$ cat src/rtl/lcd_char_ctrl.sv
// rtl/lcd_char_ctrl.sv - HD44780 8-bit character LCD controller with init sequence and frame writer
//
// Runs the power-up initialisation itself, then writes a ROWS x COLS frame,
// snapshotted from line_data, whenever refresh (or a coalesced pending request)
// is seen in IDLE.
// Optional feature macro: LCD_AUTO_REFRESH_EN (IDLE also starts a frame when
// line_data differs from the last snapshot).
//
// Ports:
//   clk        system clock, rising edge
//   rst_n      asynchronous active-low reset
//   line_data  frame text, row 0 / leftmost char in the MSBs
//   refresh    frame write request, sampled every cycle
//   busy       high during init and while a frame is being written
//   init_done  sticky, high once the init sequence has completed
//   rs, e      LCD register select and enable strobe
//   data       LCD data bus
module lcd_char_ctrl #(
  parameter int COLS  = 16,
  parameter int ROWS  = 2,
  parameter int T_PWR = 2000,
  parameter int T_SU  = 4,
  parameter int T_PW  = 20,
  parameter int T_GAP = 20,
  parameter int T_CLR = 300
) (
  input  logic                   clk,
  input  logic                   rst_n,
  input  logic [ROWS*COLS*8-1:0] line_data,
  input  logic                   refresh,
  output logic                   busy,
  output logic                   init_done,
  output logic                   rs,
  output logic                   e,
  output logic [7:0]             data
);

  localparam int B     = T_SU + T_PW + T_GAP;
  // The clear byte is stretched by T_CLR inside one count, so the counter must
  // hold the longer of the power-up wait and that stretched byte.
  localparam int T_MAX = (T_PWR > B + T_CLR) ? T_PWR : B + T_CLR;
  localparam int CW    = $clog2(T_MAX + 1);
  localparam int NCH   = ROWS * COLS;
  localparam int RW    = (ROWS > 1) ? $clog2(ROWS) : 1;
  localparam int KW    = (COLS > 1) ? $clog2(COLS) : 1;
  localparam int IW    = (NCH > 1) ? $clog2(NCH) : 1;

  localparam logic [CW-1:0] C_PWR_LAST = CW'(T_PWR - 1);
  localparam logic [CW-1:0] C_B_LAST   = CW'(B - 1);
  localparam logic [CW-1:0] C_CLR_LAST = CW'(B + T_CLR - 1);
  localparam logic [CW-1:0] C_E_START  = CW'(T_SU);
  localparam logic [CW-1:0] C_E_END    = CW'(T_SU + T_PW);
  localparam logic [RW-1:0] C_ROW_LAST = RW'(ROWS - 1);
  localparam logic [KW-1:0] C_COL_LAST = KW'(COLS - 1);

  localparam logic [2:0] S_PWR  = 3'd0;
  localparam logic [2:0] S_INIT = 3'd1;
  localparam logic [2:0] S_IDLE = 3'd2;
  localparam logic [2:0] S_SNAP = 3'd3;
  localparam logic [2:0] S_ADDR = 3'd4;
  localparam logic [2:0] S_CHAR = 3'd5;

  logic [2:0]               state_q, state_d;
  logic [CW-1:0]            cnt_q, cnt_d, cnt_inc;
  logic [2:0]               idx_q, idx_d;
  logic [RW-1:0]            row_q, row_d;
  logic [KW-1:0]            col_q, col_d;
  logic                     pending_q, pending_d;
  logic                     init_done_q, init_done_d;
  logic                     busy_q, rs_q, rs_d, e_q, e_d;
  logic [7:0]               data_q, data_d;
  logic [NCH-1:0][7:0]      frame_q;
  logic [IW-1:0]            ch_idx;
  logic                     byte_last, in_byte, req;

  function automatic logic [7:0] init_cmd(input logic [2:0] i);
    case (i)
      3'd0:    init_cmd = 8'h30;
      3'd1:    init_cmd = 8'h30;
      3'd2:    init_cmd = 8'h38;
      3'd3:    init_cmd = 8'h0C;
      3'd4:    init_cmd = 8'h01;
      3'd5:    init_cmd = 8'h06;
      default: init_cmd = 8'h00;
    endcase
  endfunction

  function automatic logic [7:0] row_base(input logic [RW-1:0] r);
    case (2'(r))
      2'd0:    row_base = 8'h80;
      2'd1:    row_base = 8'hC0;
      2'd2:    row_base = 8'h80 + 8'(COLS);
      default: row_base = 8'hC0 + 8'(COLS);
    endcase
  endfunction

`ifdef LCD_AUTO_REFRESH_EN
  assign req = refresh | pending_q | (line_data != frame_q);
`else
  assign req = refresh | pending_q;
`endif

  assign cnt_inc   = cnt_q + CW'(1);
  // Only the clear command (init index 4) carries the extra settle time.
  assign byte_last = (state_q == S_INIT && idx_q == 3'd4) ? (cnt_q == C_CLR_LAST)
                                                          : (cnt_q == C_B_LAST);

  always_comb begin
    state_d     = state_q;
    cnt_d       = cnt_q;
    idx_d       = idx_q;
    row_d       = row_q;
    col_d       = col_q;
    init_done_d = init_done_q;
    // Requests arriving while busy collapse into one pending frame.
    pending_d   = (state_q == S_IDLE) ? 1'b0 : (pending_q | refresh);
    case (state_q)
      S_PWR: begin
        if (cnt_q == C_PWR_LAST) begin
          state_d = S_INIT;
          cnt_d   = '0;
          idx_d   = '0;
        end else begin
          cnt_d = cnt_inc;
        end
      end
      S_INIT: begin
        if (byte_last) begin
          cnt_d = '0;
          if (idx_q == 3'd5) begin
            state_d     = S_IDLE;
            init_done_d = 1'b1;
          end else begin
            idx_d = idx_q + 3'd1;
          end
        end else begin
          cnt_d = cnt_inc;
        end
      end
      S_IDLE: begin
        if (req) state_d = S_SNAP;
      end
      S_SNAP: begin
        state_d = S_ADDR;
        cnt_d   = '0;
        row_d   = '0;
        col_d   = '0;
      end
      S_ADDR: begin
        if (byte_last) begin
          cnt_d   = '0;
          state_d = S_CHAR;
        end else begin
          cnt_d = cnt_inc;
        end
      end
      S_CHAR: begin
        if (byte_last) begin
          cnt_d = '0;
          if (col_q == C_COL_LAST) begin
            col_d = '0;
            if (row_q == C_ROW_LAST) begin
              state_d = S_IDLE;
            end else begin
              row_d   = row_q + RW'(1);
              state_d = S_ADDR;
            end
          end else begin
            col_d = col_q + KW'(1);
          end
        end else begin
          cnt_d = cnt_inc;
        end
      end
      default: state_d = S_PWR;
    endcase
  end

  // Leftmost char of row 0 sits in the top byte of the snapshot.
  assign ch_idx = IW'(NCH - 1) - (IW'(row_d) * IW'(COLS) + IW'(col_d));

  // Pin values are decoded from next-state so they are registered glitch-free.
  always_comb begin
    in_byte = 1'b0;
    rs_d    = 1'b0;
    data_d  = 8'h00;
    case (state_d)
      S_INIT: begin
        in_byte = 1'b1;
        data_d  = init_cmd(idx_d);
      end
      S_ADDR: begin
        in_byte = 1'b1;
        data_d  = row_base(row_d);
      end
      S_CHAR: begin
        in_byte = 1'b1;
        rs_d    = 1'b1;
        data_d  = frame_q[ch_idx];
      end
      default: ;
    endcase
    e_d = in_byte && (cnt_d >= C_E_START) && (cnt_d < C_E_END);
  end

  always_ff @(posedge clk or negedge rst_n) begin
    if (!rst_n) begin
      state_q     <= S_PWR;
      cnt_q       <= '0;
      idx_q       <= '0;
      row_q       <= '0;
      col_q       <= '0;
      pending_q   <= 1'b0;
      init_done_q <= 1'b0;
      busy_q      <= 1'b1;
      rs_q        <= 1'b0;
      e_q         <= 1'b0;
      data_q      <= 8'h00;
    end else begin
      state_q     <= state_d;
      cnt_q       <= cnt_d;
      idx_q       <= idx_d;
      row_q       <= row_d;
      col_q       <= col_d;
      pending_q   <= pending_d;
      init_done_q <= init_done_d;
      busy_q      <= (state_d != S_IDLE);
      rs_q        <= rs_d;
      e_q         <= e_d;
      data_q      <= data_d;
    end
  end

  always_ff @(posedge clk or negedge rst_n) begin
    if (!rst_n) begin
      frame_q <= '0;
    end else if (state_q == S_SNAP) begin
      frame_q <= line_data;
    end
  end

  assign busy      = busy_q;
  assign init_done = init_done_q;
  assign rs        = rs_q;
  assign e         = e_q;
  assign data      = data_q;

endmodule
$ cat config.mk
export PLATFORM = sky130hd
export DESIGN_NAME = lcd_char_ctrl
export DESIGN_NICKNAME = d
export VERILOG_FILES = /design/src/rtl/lcd_char_ctrl.sv
export SDC_FILE = /design/constraint.sdc
export NUM_CORES = 1
export LEC_CHECK = 0
export CAP_MARGIN = 15
export CORE_MARGIN = 4
export CORE_UTILIZATION = 45
export CTS_BUF_LIST = sky130_fd_sc_hd__clkbuf_4 sky130_fd_sc_hd__clkbuf_8 sky130_fd_sc_hd__clkbuf_16
export DETAILED_ROUTE_END_ITERATION = 10
export PLACE_DENSITY = 0.82
export SKIP_CTS_REPAIR_TIMING = 1
export SLEW_MARGIN = 0
export SYNTH_ARGS = -nofsm -noshare
export SYNTH_HDL_FRONTEND = slang
export SYNTH_SLANG_ARGS = --single-unit
$ cat constraint.sdc
create_clock -name clk -period 4.6 [get_ports clk]
set_clock_uncertainty 0.05 [all_clocks]
set_input_delay 1.15 -clock clk [delete_from_list [all_inputs] [get_ports clk]]
set_output_delay 1.15 -clock clk [all_outputs]
set_load 0.1 [all_outputs]
# After elaboration in Yosys (flattened, before gate mapping)
# Cells that the tools add are included.
dict set report classes {
  reduce_logical 9
  n_mux 32
  bitwise 2
  addsub 6
  magnitude_cmp 3
  eq_ne 20
}
# op count
set ops {}
lappend ops {{8-bit binary-select mux with 5-bit select} 1}
lappend ops {{3-bit 2-to-1 mux} 11}
lappend ops {{11-bit case mux with 3 select lines} 1}
lappend ops {{6-bit case mux with 5 select lines} 1}
lappend ops {{3-bit == test, second input constant} 8}
lappend ops {{8-bit case mux with 3 select lines} 1}
lappend ops {{11-bit 2-to-1 mux} 2}
lappend ops {{3-bit case mux with 6 select lines} 1}
lappend ops {{8-bit case mux with 2 select lines} 1}
lappend ops {{3-bit by 2-bit == test with 1-bit output, second input constant} 4}
lappend ops {{11-bit by 1-bit adder with 11-bit output, second input constant} 1}
lappend ops {{11-bit == test, second input constant} 1}
lappend ops {{11-bit by 6-bit == test with 1-bit output, second input constant} 1}
lappend ops {{11-bit by 9-bit == test with 1-bit output, second input constant} 1}
lappend ops {{11-bit by 3-bit >= comparator with 1-bit output, second input constant} 1}
lappend ops {{11-bit by 5-bit < comparator with 1-bit output, second input constant} 1}
lappend ops {{3-bit by 1-bit == test with 1-bit output, second input constant} 3}
lappend ops {{4-bit 2-to-1 mux} 2}
lappend ops {{8-bit 2-to-1 mux} 1}
lappend ops {{4-bit case mux with 2 select lines} 1}
lappend ops {{1-bit 2-to-1 mux} 7}
lappend ops {{3-bit logical NOT} 2}
lappend ops {{5-bit by 6-bit < comparator with 1-bit output, second input constant} 1}
lappend ops {{3-bit case mux with 2 select lines} 1}
lappend ops {{other kinds (14)} 17}
dict set report totals {
  inputBits 259
  register_bits 291
  wordCells 115
  out_inout_bits 12
}

# Logic depth before layout (Yosys ltp)
# Gate-level depths: netlist of the first run.
dict set report logic_depth {
  word_depth 10
  mapped_depth 17
  depth_no_buf 12
}

# Worst setup path after synthesis of the first run
# No wires, ideal clock.
dict set report synth_timing {
  kind {register to register}
  start {reg state_q[1]}
  end {reg data_q[3], in the netlist data[3]}
  arrival_time_ns 3.018
  t_required_ns 4.422
  stages_incl_launch_ff 13
  setup_time_ns 0.128
  slack_ns 1.404
  path_buffers 3
  path_cell_list {dfrtp_1 or3b_1 or3_1 buf_2 a211oi_1 mux2_2 inv_2 buf_2 buf_2 o21ai_0 o22a_1 o41ai_1 o21ai_1}
}
dict set report synth_via {
  elab_chain_len 10
  word_cells_on_any_way 38
  cone_classes {2 x add/sub; 13 x eq/ne; 19 x mux; 4 x reduce/logical}
}
# item line
set synth_rtl {}
lappend synth_rtl {{from (decl)} 63} ;# logic [2:0] state_q, state_d;
lappend synth_rtl {{from (signal assigned)} 220} ;# state_q <= state_d;
lappend synth_rtl {{3-bit by 1-bit == test with 1-bit output} {105, 117}}
lappend synth_rtl {{1-bit logical AND} 105} ;# assign byte_last = (state_q == S_INIT && idx_q == 3'd4) ? (cnt_q == C_CLR_LAST)
lappend synth_rtl {{1-bit 2-to-1 mux} 105}
lappend synth_rtl {{4-bit 2-to-1 mux or 1-bit 2-to-1 mux (tied branches)} 158} ;# if (byte_last) begin
lappend synth_rtl {{4-bit case mux with 2 select lines or 1-bit case mux with 2 select lines (tied branches)} 117} ;# case (state_q)
lappend synth_rtl {{5-bit by 4-bit adder with 5-bit output} 180} ;# assign ch_idx = IW'(NCH - 1) - (IW'(row_d) * IW'(COLS) + IW'(col_d));
lappend synth_rtl {{5-bit subtractor} 180}
lappend synth_rtl {{8-bit binary-select mux with 5-bit select} 199} ;# data_d = frame_q[ch_idx];
lappend synth_rtl {{8-bit 2-to-1 mux (not written as such)} 199}
lappend synth_rtl {{8-bit case mux with 3 select lines (*)} 187} ;# case (state_d)
lappend synth_rtl {{net data_d[3]} 71} ;# logic [7:0] data_q, data_d;
lappend synth_rtl {{to (signal assigned)} 230} ;# data_q <= data_d;
lappend synth_rtl {{to (decl)} 71}
# Mark *: on every way through the listed nets, which the timed path passes. The rest lies on a longest branch. The select of a mux whose other input is x is not followed.
# A chain may end at the register's enable or synchronous reset.

# Worst setup path after layout of the first run
# Ends and elaborated chain as after synthesis.

==> results of run 1 <==
==> cell type report <==
class | instances | share of cell area, %
multi-input combinational | 1268 | 34.0
inverter | 17 | 0.382
sequential | 291 | 40.4
clock buffer | 46 | 5.18
clock inverter | 10 | 1.05
tap | 396 | 2.75
timing repair buffer | 291 | 16.2
==> per-stage QoR <==
step                      std cells  hold slack [ns]  util, %  power [uW]  cell area, um2
after global routing           2319            0.444     58.9        5680           18000
after CTS                      2319            0.427     58.9        5570           18000
final                          2319            0.425     58.9        5540           18000
after detailed placement       2263            0.411     55.3        2890           16900
after floorplan                1680            0.395        -        2610           14000
after global placement         2263            0.409     55.3        2890           16900
==> report_power, final <==
part	switching [uW]	internal (uW)
sequential	0.00000000000000420	2560
clock	1020	1680
combinational	84.5	196
==> sequential cells by signal, summed over array words and instances (netlist names), 3 cells and up <==
register / flops
data: 8
state_q: 3
col_q: 4
frame_q: 256
idx_q: 3
cnt_q: 11
==> worst max-delay path: stages (launching register included) <==
cell and delay (ns):
dfrtp_1 0.56, or3b_1 0.52, or3_1 0.53, a211oi_1 0.30
mux2_2 0.52, inv_2 0.36, buf_4 0.27, o21ai_0 0.11
o22a_1 0.20, o41ai_1 0.38, o21ai_1 0.09
==> layer usage <==
layer	global-route usage, %	vias to the layer above	part of all wire (%)
met5	0	-	0
met4	9.44	0	4.2
met3	4.60	123	8.2
met2	40.2	614	46
met1	35.6	6125	42
li1	-	5906	-
==> cell usage in the layout (no fill, tap or decap), types with 5 or more instances in the layout <==
| cell | count |
|---|---|
| nand2_1 | 888 |
| dfrtp_1 | 290 |
| clkdlybuf4s50_1 | 269 |
| mux2i_1 | 58 |
| a21oi_1 | 53 |
| clkbuf_16 | 30 |
| nand3_1 | 25 |
| nor2_1 | 21 |
| a22o_1 | 17 |
| o22ai_1 | 17 |
| buf_4 | 16 |
| o21ai_0 | 14 |
| nor3_1 | 14 |
| a211oi_1 | 13 |
| inv_1 | 12 |
| nand4_1 | 11 |
| and3_1 | 11 |
| clkbuf_8 | 10 |
| a211o_1 | 8 |
| xnor2_1 | 7 |
| nor4_1 | 6 |
| o31ai_1 | 6 |
| clkbuf_4 | 6 |
| a21o_1 | 5 |
| mux2_2 | 5 |
| ha_1 | 5 |
| bufinv_16 | 5 |
| buf_12 | 5 |
==> synthesized netlist by cell type, types with 4 or more instances <==
cell type  instances
buf_2              9
buf_1              5
mux2_2             5
mux2i_1           58
xnor2_1            7
clkbuf_1          73
dfrtp_1          290
buf_4              9
nor3b_1            4
nand2_1          888
a41oi_1            4
o21ai_0           14
nand3_1           25
a31oi_1            4
a21o_1             5
inv_1             12
a211o_1            8
a21oi_1           53
a22o_1            17
o22ai_1           17
nor2_1            22
nor4_1             6
nand4_1           11
o31ai_1            6
and3_1            11
a211oi_1          13
nor3_1            14
ha_1               5
a22oi_1            4
buf_6              7
==> final timing paths <==
path / from / endpoint / cells past startpoint
max: state_q[1] / data[3] / 10
max in group asynchronous: rst_n / cnt_q[3] / 2
min in group asynchronous: rst_n / frame_q[23] / 1
min: frame_q[122] / frame_q[122] / 2
min reg2reg: frame_q[122] / frame_q[122] / 2
max reg2reg: state_q[1] / data[3] / 10
==> logic make-up after synthesis <==
kind of cell             after synthesis  synth area share, %
AND/OR/NAND/NOR                     1002                 28.5
XOR/XNOR                              10                0.628
buffers and inverters                121                 4.05
multiplexers                          66                 4.94
adder cells (fa/ha/maj)                5                0.448
AO/OA/AOI/OAI                        185                 9.29
flip-flops                           291                 52.2
==> metrics.txt, run 1 <==
status=finished, final reports clean; PwrDens=307 nW/um2; Slew Viols, Final=0; Setup-failing EPs final=0; clock root buffer=clkbuf_16; max frequency=247 MHz; Die Y=184 um; Max-Cap Viols=0; R2R Setup Slk=0.56 ns; TritonCTS clock tree=yes; post-route ant nets=0; Synth area leader=dfrtp_1; Worst Tran Pin Value=1.13 ns; Top Ports=271; ys flop type=dfrtp_1; IO buf count=270; Hold/Removal Path Class=register to register; Global Route Usage Sum=25.5%; startpoint type of the worst setup path=register; worst skew pair latency=0.56 ns; CTS Buf Count=30; initial antenna violation count=0; Crit Path Class=register to register; RSZ-0062 raised after global routing=no; cell count after synthesis=1,680; Yosys cell types=76; fillers=approximately 2,600; Mapped Area=14,000 um2; via/cell ratio=5.51; Starting Density=45.6%; largest net degree at the start of global routing=225; Fin. Hold Viols=0; syn avg cell area=8.31 um2; Fin Setup TNS=0 ns; Detailed Place HPWL=32.5 mm; post-synthesis sequential area ratio=52.2%; GRT Residual Overflow=0; clock sink count=291; setup ws final=0.559 ns; CTS H-tree lvls=1; routed len/inst=~19 um; post-synthesis async set-or-reset flop share=100%; multi-input logic area=6130 um2; Die X=approximately 180 um; Static Leak=slightly below 0.008 uW; num rows=64; Worst VDD drop=294 uV; required time of the critical path=4.97 ns; post-layout min period=slightly above 4 ns; worst-path maximum fanout=19; vias in the first global route=between 10,000 and 15,000; EDFF count, synth=0; top cells by area, synth=dfrtp_1, nand2_1, mux2i_1; ANT cells=0; area grow syn2layout=29.2%; Iteration-0 DRC Markers=1,287; DR pass1 iterations=5; element type at the critical path end=register; # DRC=0; yosys warns=0; CP arrival=roughly 4.4 ns; Clk pin slew, worst setup/hold paths=0.06 ns; DR vias=12,768; layout cells sized above 1=5.46%; Mapped Nets=1,944; # nets final=~2,200; headroom to the max-slew limit=24.5%; global-route wire length before repair=68.5 mm; register area=~7300 um2; final wirelength=between 40 and 50 mm; Place WS=roughly 0.65 ns; FF+latch count, synth=about 290; core outline area=30,600 um2; share of the synthesized area in the top cell type=about half; part of the cycle the worst path needs=87.9%; full die area=33,900 um2; placer congestion estimate=0.944; maximum root-to-sink buffer count=3
(Power assumes the default switching activity.)
==> run 2: changes to the inputs <==
- CTS_CLUSTER_DIAMETER: unset -> 200
==> results of run 2 <==
The final DEF is identical to that of run 1; final timing and power are the same.
==> run 3: changes to the inputs <==
- SLEW_MARGIN: 0 -> 20
==> run 3 against run 2 <==
Against the previous run:
- count of clock-buffer cells in the layout is the same
- critical path depth grew 1
- non-clock buffer count grew 1
- final area grew 0.15%
- worst hold slack gained 0.0015 ns
- critical endpoint unchanged
- highest routed layer unchanged
==> metrics.txt, run 3 (synthesis gave the netlist of run 1 again) <==
status=finished, final reports clean; clock root buffer=clkbuf_16; max frequency=249 MHz (+0.53%); Setup-failing EPs final=0 (unchanged); Flop pwr share=46.2% (about the same); initial antenna violation count=0 (unchanged); global-route wire length before repair=68.5 mm (unchanged); required time of the critical path=4.97 ns (about the same); Starting Density=45.6% (unchanged); crit path max-delay cell type=dfrtp_1; Worst path max stage delay=0.56 ns (about the same); Detailed Place HPWL=32.5 mm (unchanged); element type at the critical path end=register; worst path cell trace=or3b_1, or3_1, a211o_1, o21a_4, inv_6, buf_12, mux2i_1, a22o_1, o22ai_1, nor4_1, o21ai_1; # nets final=2,164 (+0.046%); Worst VDD drop=295 uV (+0.28%); Max-Cap Viols=0 (unchanged); Global Route Usage Sum=25.5% (unchanged); startpoint type of the worst setup path=register; final wirelength=44.6 mm (-0.15%); Static Leak=0.00797 uW (+0.18%); layout cells sized above 1=5.51% (+0.049 points); Comb pwr share=5.1% (about the same); # DRC=0 (unchanged); Iteration-0 DRC Markers=1,270 (-1.3%); Hold/Removal Path Class=register to register; CTS H-tree lvls=1 (unchanged); full die area=33,900 um2 (unchanged); PwrDens=307 nW/um2 (about the same); worst-path maximum fanout=39 (+20); worst skew pair latency=0.57 ns (about the same); vias in the first global route=12,596 (unchanged); P_sw=1110 uW (+0.67%); maximum root-to-sink buffer count=3 (unchanged); ANT cells=0 (unchanged); via/cell ratio=5.48 (-0.53%); Crit Path Class=register to register; Fin Setup TNS=0 ns (unchanged); post-layout min period=4.02 ns (-0.0212 ns); fillers=2,608 (-0.23%); final core occ=59.0% (+0.090 points); Slew Viols, Final=0 (unchanged); post-route ant nets=0 (unchanged); TritonCTS clock tree=yes; GRT Residual Overflow=0 (unchanged); IO buf count=270 (unchanged); area grow syn2layout=29.3%; routed len/inst=19.2 um (-0.19%); Sw Share=20.1% (+0.11 points); CP arrival=4.39 ns (-0.02 ns); part of the cycle the worst path needs=87.4% (-0.46 points); core outline area=30,600 um2 (unchanged); Place WS=0.646 ns (unchanged); Clk pin slew, worst setup/hold paths=0.06 ns (about the same); placer congestion estimate=0.944 (unchanged); Clk pwr share=48.8% (about the same); Die Y=184 um (unchanged); DR pass1 iterations=5 (unchanged); largest net degree at the start of global routing=225 (unchanged); Fin. Hold Viols=0 (unchanged); R2R Setup Slk=0.58 ns (+0.02 ns); RSZ-0062 raised after global routing=no; max FFs per register=256 (unchanged); Die X=184 um (unchanged); num rows=64 (unchanged); headroom to the max-slew limit=25.7% (+1.2 points); CTS Buf Count=30 (unchanged); clock sink count=291 (unchanged); most flop-heavy register=frame_q; Worst Tran Pin Value=1.11 ns (-0.0212 ns); DR vias=12,706 (-0.49%); Top Ports=271 (unchanged); Int Power=4430 uW (about the same); most frequent cells in the layout=nand2_1, dfrtp_1, clkdlybuf4s50_1; setup ws final=0.580 ns (+0.0212 ns); most common cell after layout, fill and taps aside=nand2_1
==> run 3: cell count changes in the layout (fill, tap and decap cells not counted) <==
cell	previous run	this run
buf_16	0	1
==> run 3: worst paths after layout <==
kind,start,endpoint,cells past startpoint
max in group asynchronous,rst_n,cnt_q[3],2
max reg2reg,state_q[1],data[3],11
min,frame_q[156],frame_q[156],2
min in group asynchronous,rst_n,frame_q[23],1
min reg2reg,frame_q[156],frame_q[156],2
max,state_q[1],data[3],11
==> run 3: layer usage <==
metal / vias to the layer above / share of wire (%) / track usage (%)
met3: 117 / 7.8 / 4.60
li1: 5914 / - / -
met5: - / 0 / 0
met2: 595 / 46 / 40.2
met1: 6080 / 42 / 35.6
met4: 0 / 4.3 / 9.44
==> run 3: through the flow <==
stage,total power [uW],std cells,cell area (um2),hold WS (ns)
after floorplan,2610,1680,14000,0.395
after global routing,5680,2320,18100,0.444
after CTS,5570,2319,18000,0.427
final,5540,2320,18100,0.426
after detailed placement,2890,2263,16900,0.411
after global placement,2890,2263,16900,0.409
==> run 3: worst max-delay path, delay by kind of cell, from the launching register on <==
kind	cells	cell delay, ns
simple gates	3	1.56
compound gates	5	0.88
flops	1	0.56
buf+inv	2	0.56
mux	1	0.26
==> run 3: power groups by stage <==
stage,Combinational [uW],Sequential (uW),Clock (uW)
after floorplan,2.48,2610,0
after global placement,281,2610,0
after detailed placement,283,2610,0
after CTS,285,2560,2720
after global routing,300,2560,2830
final,281,2560,2700
==> run 3: area by class of cell <==
class,count,area (um2),area share (%)
timing repair buffer,292,2960,16.4
multi-input combinational,1268,6130,34.0
clock inverter,10,189,1.05
tap,396,495,2.74
inverter,17,68.8,0.381
clock buffer,46,933,5.17
sequential,291,7280,40.3
